[src/rtl/cache_ctrl.sv]
// Sequencing controller for a direct-mapped, one-word-line, write-through /
// write-allocate cache. It takes one CPU request at a time and does the tag
// lookup. Misses and write-throughs go to memory over a valid/ack handshake
// that gives up after TIMEOUT request cycles.
//
// state  | meaning
// -------+------------------------------------------------------------
// IDLE   | ready for a request; latches address/we/wdata on cpu_valid
// LOOKUP | tag compare; writes update the cache here (one cache_we)
// MEM_RD | read-miss fill request outstanding on the memory port
// FILL   | write fetched word into the cache, load it into cpu_rdata
// MEM_WR | write-through request outstanding on the memory port
// RESP   | one-cycle cpu_done; cpu_rdata/cpu_err are valid
module cache_ctrl #(
  parameter int ADDR_WIDTH = 8,
  parameter int DATA_WIDTH = 8,
  parameter int TIMEOUT    = 15
) (
  input  logic                  clk,
  input  logic                  rst,
  input  logic                  cpu_valid,
  input  logic                  cpu_we,
  input  logic [ADDR_WIDTH-1:0] cpu_addr,
  input  logic [DATA_WIDTH-1:0] cpu_wdata,
  output logic                  cpu_ready,
  output logic                  cpu_done,
  output logic [DATA_WIDTH-1:0] cpu_rdata,
  output logic                  cpu_err,
  input  logic                  hit,
  input  logic [DATA_WIDTH-1:0] cache_rdata,
  output logic [ADDR_WIDTH-1:0] cache_addr,
  output logic                  cache_we,
  output logic [DATA_WIDTH-1:0] cache_wdata,
  output logic                  mem_req,
  output logic                  mem_we,
  output logic [ADDR_WIDTH-1:0] mem_addr,
  output logic [DATA_WIDTH-1:0] mem_wdata,
  input  logic                  mem_ack,
  input  logic [DATA_WIDTH-1:0] mem_rdata
);

  // Counter is never compared when TIMEOUT is 0, but keep it at least one bit wide.
  localparam int CW = (TIMEOUT > 0) ? $clog2(TIMEOUT + 1) : 1;
  // The cycle in which the count equals TIMEOUT-1 is the TIMEOUT-th request cycle.
  localparam logic [CW-1:0] CNT_LAST = CW'((TIMEOUT > 0) ? (TIMEOUT - 1) : 0);

  typedef enum logic [2:0] {
    IDLE   = 3'd0,
    LOOKUP = 3'd1,
    MEM_RD = 3'd2,
    FILL   = 3'd3,
    MEM_WR = 3'd4,
    RESP   = 3'd5
  } state_t;

  state_t                state_q, state_d;
  logic [ADDR_WIDTH-1:0] addr_q, addr_d;
  logic                  we_q, we_d;
  logic [DATA_WIDTH-1:0] wdata_q, wdata_d;
  logic [DATA_WIDTH-1:0] fill_q, fill_d;
  logic [DATA_WIDTH-1:0] rdata_q, rdata_d;
  logic                  err_q, err_d;
  logic [CW-1:0]         cnt_q, cnt_d;
  logic                  timeout_fire;

  assign timeout_fire = (TIMEOUT != 0) && (cnt_q == CNT_LAST);

  // State and datapath registers; reset returns everything to zero / IDLE.
  always_ff @(posedge clk or negedge rst) begin
    if (!rst) begin
      state_q <= IDLE;
      addr_q  <= '0;
      we_q    <= 1'b0;
      wdata_q <= '0;
      fill_q  <= '0;
      rdata_q <= '0;
      err_q   <= 1'b0;
      cnt_q   <= '0;
    end else begin
      state_q <= state_d;
      addr_q  <= addr_d;
      we_q    <= we_d;
      wdata_q <= wdata_d;
      fill_q  <= fill_d;
      rdata_q <= rdata_d;
      err_q   <= err_d;
      cnt_q   <= cnt_d;
    end
  end

  // Next-state and register-update logic; ack beats a timeout in the same cycle.
  always_comb begin
    state_d = state_q;
    addr_d  = addr_q;
    we_d    = we_q;
    wdata_d = wdata_q;
    fill_d  = fill_q;
    rdata_d = rdata_q;
    err_d   = err_q;
    cnt_d   = cnt_q;
    case (state_q)
      IDLE: begin
        if (cpu_valid) begin
          addr_d  = cpu_addr;
          we_d    = cpu_we;
          wdata_d = cpu_wdata;
          err_d   = 1'b0;
          state_d = LOOKUP;
        end
      end
      LOOKUP: begin
        cnt_d = '0;
        if (we_q) begin
          state_d = MEM_WR;
        end else if (hit) begin
          rdata_d = cache_rdata;
          state_d = RESP;
        end else begin
          state_d = MEM_RD;
        end
      end
      MEM_RD: begin
        if (mem_ack) begin
          fill_d  = mem_rdata;
          state_d = FILL;
        end else if (timeout_fire) begin
          err_d   = 1'b1;
          state_d = RESP;
        end else begin
          cnt_d = cnt_q + 1'b1;
        end
      end
      FILL: begin
        rdata_d = fill_q;
        state_d = RESP;
      end
      MEM_WR: begin
        if (mem_ack) begin
          state_d = RESP;
        end else if (timeout_fire) begin
          err_d   = 1'b1;
          state_d = RESP;
        end else begin
          cnt_d = cnt_q + 1'b1;
        end
      end
      RESP: begin
        state_d = IDLE;
      end
      default: begin
        state_d = IDLE;
      end
    endcase
  end

  // Moore outputs: decoded only from state and registers.
  always_comb begin
    cpu_ready   = (state_q == IDLE);
    cpu_done    = (state_q == RESP);
    cpu_rdata   = rdata_q;
    cpu_err     = err_q;
    cache_addr  = addr_q;
    cache_we    = ((state_q == LOOKUP) && we_q) || (state_q == FILL);
    cache_wdata = (state_q == FILL) ? fill_q : wdata_q;
    mem_req     = (state_q == MEM_RD) || (state_q == MEM_WR);
    mem_we      = (state_q == MEM_WR);
    mem_addr    = addr_q;
    mem_wdata   = wdata_q;
  end

endmodule

[config.mk]
export PLATFORM = sky130hd
export DESIGN_NAME = cache_ctrl
export DESIGN_NICKNAME = d
export VERILOG_FILES = /design/src/rtl/cache_ctrl.sv
export SDC_FILE = /design/constraint.sdc
export NUM_CORES = 1
export LEC_CHECK = 0
export CAP_MARGIN = 20
export CORE_ASPECT_RATIO = 1.1
export CORE_UTILIZATION = 39
export CTS_CLUSTER_SIZE = 12
export DETAILED_ROUTE_END_ITERATION = 16
export PLACE_DENSITY = 0.78
export SYNTH_ARGS = -nofsm -noshare
export SYNTH_HDL_FRONTEND = slang
export SYNTH_SLANG_ARGS = --single-unit
[constraint.sdc]
create_clock -name clk -period 1.4 [get_ports clk]
set_input_delay 0.21 -clock clk [delete_from_list [all_inputs] [get_ports clk]]
set_output_delay 0.21 -clock clk [all_outputs]
set_load 0.005 [all_outputs]
==> impl_metrics.tcl <==
set metrics [dict create \
    r2r_cells 10 \
    finalWorstPathRequiredPeriod_ns 1.81 \
    drt_first_iter_violations 90 \
    max_slew.worst_pin.slew_ns 0.321 \
    leakage_nw 1.98 \
    fin_crit_sh_pct 129 \
    endpoint_kind "output port" \
    synth_cells 172 \
    grt_antenna_before_repair 0 \
    grt_max_degree 21 \
    start_util_pct 40.7 \
    ff2ff_setup_slack_ns -0.30 \
    antennaDiodeCount 0 \
    syn-mean-instance-area_um2 11.9 \
    final-max-slew-violation-count 0 \
    die_area_mm2 0.00555 \
    slew_headroom_pct 78.6 \
    pwr_per_cell_area_mw_per_mm2 2210 \
    grt_usage_pct 24.7 \
    area_occupied_by_multi_input_gates_mm2 0.00111 \
    clock_tree_from_tritoncts "built" \
    netlist_area_mm2 0.00205 \
    clkPwrFrac_pct 10.9 \
    max_cap_viol_count 0 \
    arrival_ns 1.60 \
    fin_total_pwr_w 0.00855 \
    per_cell_routed_wire_length_um 19.6 \
    critPathRequiredTime_ns 1.19 \
    p_sw_w 0.00284 \
    startpoint_of_the_most_critical_setup_path "state_q[2]$_DFFE_PN0P_" \
    pwr-share-seq_pct 25.0 \
    area_delta_synth_final_pct 88.6 \
    number_of_h_tree_branching_levels 2 \
    placed_insts 325 \
    clock_sinks 41 \
    seq_total_area_yosys_pct 50.1 \
    postSynthRegisterBits 41 \
    floorplan.die.height_um 78.0 \
    clk_pin_slew_worst_setup_hold_paths_ns 0.08 \
    core_region_area_mm2 0.00503 \
    max-vdd-ir-drop_mv 1.35 \
    post_detailed_route_drc_marker_count 2 \
    critical_path_peak_fanout 4 \
    dr_total_vias 1930 \
    final-hold-violation-count 0 \
    synth_nets 212 \
    drt-pass1-iter-count 10 \
    detail_route.vias_per_cell 5.23 \
    first_global_vias 1994 \
    max_freq_mhz 552 \
    gp_congestion 0.830 \
    violated_checks "design-rule violations, negative setup slack" \
    grt_setup_unrepaired "yes" \
    io-pin-count 84 \
    holdCritPathClass "input pin to async pin" \
    clock_path_buffers 2 \
    first_pass_grt_wire_length_mm 10.3 \
    die_x_um 71.1 \
    share_comb_of_total_power_pct 64.1 \
    dp_hpwl_mm 3.95 \
    critical_path.startpoint_type "flip-flop" \
    post-synth-top-area-fraction_pct 50.1 \
    row_count 27 \
    post_synth_num_cell_types 33 \
    finalWorstSetupSlack_ns -0.412 \
    port_buffers 83 \
    ys_warn_count 0 \
    wl_mm 7.22 \
    finalSetupViolCount 52 \
    worst_skew_late_latency_ns 0.29 \
    post-synth-top-area-cell "sky130_fd_sc_hd__dfrtp_1" \
    cts_root_buffer "sky130_fd_sc_hd__clkbuf_8" \
    finish.net_count 351 \
    drive_above_1_share_pct 46.9 \
    hold-worst-slack_ns 0.342 \
    postLayoutCoreUtil_pct 76.8 \
    tritoncts.num_buffers 5 \
    clock_skew_ns 0.00604 \
    antenna_violating_nets_post_route 0 \
    cellInternalPower_w 0.00572 \
    n_fill_cell 295 \
    grt_overflow_total 0 \
    crit_reg_reg_endpoint "cpu_rdata[4]$_DFFE_PN0P_" \
    critical_path_class "flip-flop to output port" \
    ys_top_cells_by_area "sky130_fd_sc_hd__dfrtp_1 (50%), sky130_fd_sc_hd__mux2_2 (18%), sky130_fd_sc_hd__mux2i_1 (5.4%)" \
    swShare_pct 33.2 \
    outcome "complete, but fails checks" \
    ff_latch_area_mm2 0.00103 \
    instances_no_fill 369 \
    worstReg2RegStart "state_q[2]$_DFFE_PN0P_" \
]
## worst max path at each step
stage                                end  cells after the start
6_report                  cache_wdata[4]                      5
5_1_grt                   cache_wdata[4]                      5
4_1_cts                   cache_wdata[2]                      5
3_5_place_dp              cache_wdata[7]                      4
3_3_place_gp              cache_wdata[7]                      4
2_1_floorplan  cache_addr[0]$_DFFE_PN0P_                      6
## Yosys cell counts
library cell                n
sky130_fd_sc_hd__a211o_1    1
sky130_fd_sc_hd__a211oi_1   1
sky130_fd_sc_hd__a211oi_2   1
sky130_fd_sc_hd__a21oi_1    4
sky130_fd_sc_hd__a22o_1     1
sky130_fd_sc_hd__a31oi_1    1
sky130_fd_sc_hd__and2_1     1
sky130_fd_sc_hd__and2b_2    1
sky130_fd_sc_hd__and3_1     2
sky130_fd_sc_hd__buf_2      3
sky130_fd_sc_hd__buf_4      8
sky130_fd_sc_hd__buf_6      7
sky130_fd_sc_hd__dfrtp_1   41
sky130_fd_sc_hd__ha_1       2
sky130_fd_sc_hd__inv_1      4
sky130_fd_sc_hd__mux2_2    33
sky130_fd_sc_hd__mux2i_1   11
sky130_fd_sc_hd__nand2_1   15
sky130_fd_sc_hd__nand2_2    1
sky130_fd_sc_hd__nand2b_1   1
sky130_fd_sc_hd__nand3_1    3
sky130_fd_sc_hd__nor2_1     5
sky130_fd_sc_hd__nor2b_1    1
sky130_fd_sc_hd__nor3_1     4
sky130_fd_sc_hd__nor3_2     1
sky130_fd_sc_hd__o211ai_1   1
sky130_fd_sc_hd__o21a_1     2
sky130_fd_sc_hd__o21ai_0    8
sky130_fd_sc_hd__o21ai_1    1
sky130_fd_sc_hd__o22ai_1    4
sky130_fd_sc_hd__or2_2      1
sky130_fd_sc_hd__or3b_1     1
sky130_fd_sc_hd__xnor2_1    1
## layout make-up
type	count	area share (%)
Sequential cell	41	26.6
Timing Repair Buffer	149	39.6
Tap cell	58	1.88
Clock buffer	5	1.78
Inverter	4	0.389
Clock inverter	2	0.907
Multi-Input combinational cell	110	28.9
## critical path, cell delays in order (launching register included)
cell and delay, ns:
sky130_fd_sc_hd__dfrtp_1 0.38, sky130_fd_sc_hd__and2b_4 0.29, sky130_fd_sc_hd__nand2_4 0.09, sky130_fd_sc_hd__buf_6 0.13
sky130_fd_sc_hd__mux2_4 0.30, sky130_fd_sc_hd__buf_6 0.12
## placed cells by master, fill, tap and decap left out, types with 3 or more instances in the layout
master / count
sky130_fd_sc_hd__clkdlybuf4s50_1: 46
sky130_fd_sc_hd__dfrtp_1: 40
sky130_fd_sc_hd__buf_4: 38
sky130_fd_sc_hd__mux2_4: 29
sky130_fd_sc_hd__buf_6: 23
sky130_fd_sc_hd__nand2_1: 13
sky130_fd_sc_hd__dlymetal6s2s_1: 13
sky130_fd_sc_hd__mux2i_1: 11
sky130_fd_sc_hd__dlygate4sd2_1: 10
sky130_fd_sc_hd__buf_2: 6
sky130_fd_sc_hd__o21ai_1: 5
sky130_fd_sc_hd__clkbuf_8: 5
sky130_fd_sc_hd__buf_12: 5
sky130_fd_sc_hd__mux2_2: 4
sky130_fd_sc_hd__o22ai_1: 4
sky130_fd_sc_hd__buf_16: 4
sky130_fd_sc_hd__inv_1: 3
sky130_fd_sc_hd__nor3_4: 3
sky130_fd_sc_hd__o21ai_0: 3
sky130_fd_sc_hd__a21oi_1: 3
## per-stage QoR
stage / setup slack [ns] / instance area, um^2 / TNS (ns)
2_1_floorplan: -0.117 / 2090 / -1.41
3_3_place_gp: -0.320 / 3100 / -8.79
6_report: -0.412 / 3860 / -10.56
5_1_grt: -0.475 / 3860 / -13.68
4_1_cts: -0.368 / 3700 / -9.62
3_5_place_dp: -0.323 / 3100 / -9.61
## registers in the layout, summed over array words and instances (netlist names)
name / count
mem_wdata: 8
cnt_q: 4
cpu_rdata: 8
cache_addr: 8
fill_q: 8
state_q: 3
we_q: 1
cpu_err: 1
## routing by layer
metal | vias up | routed length, um | global-route usage, %
met5 | - | 0 | 0
met2 | 75 | 3940 | 43.2
met3 | 12 | 312 | 4.55
met4 | 0 | 146 | 11.6
met1 | 972 | 2820 | 29.2
li1 | 871 | - | -
## power groups by stage
stage | Clock, W | Combinational [W] | Sequential (W)
after detailed placement | 0 | 0.00374 | 0.00214
after floorplan | 0 | 0.00177 | 0.00209
after global placement | 0 | 0.00367 | 0.00211
after CTS | 0.000947 | 0.00498 | 0.00211
final | 0.000935 | 0.00548 | 0.00214
after global routing | 0.000996 | 0.00575 | 0.00219
## timing repair
item / in CTS / in global routing
setup buffers: 26 / 13
hold buffers: 1 / 0
pin swaps: 12 / 8
cloned: 5 / 0
gates resized for setup: 122 / 42
endpoints found under the setup margin: 60 / 69
endpoints found under the hold margin: 10 / 0
## cell families after synthesis
group           synth area share, %
fa+ha+maj                      1.22
compound gates                 7.64
buf+inv                        8.25
xor+xnor                      0.428
flops                          50.1
mux                            23.5
simple gates                   8.86
No activity file was read; power rests on OpenSTA's default activity.
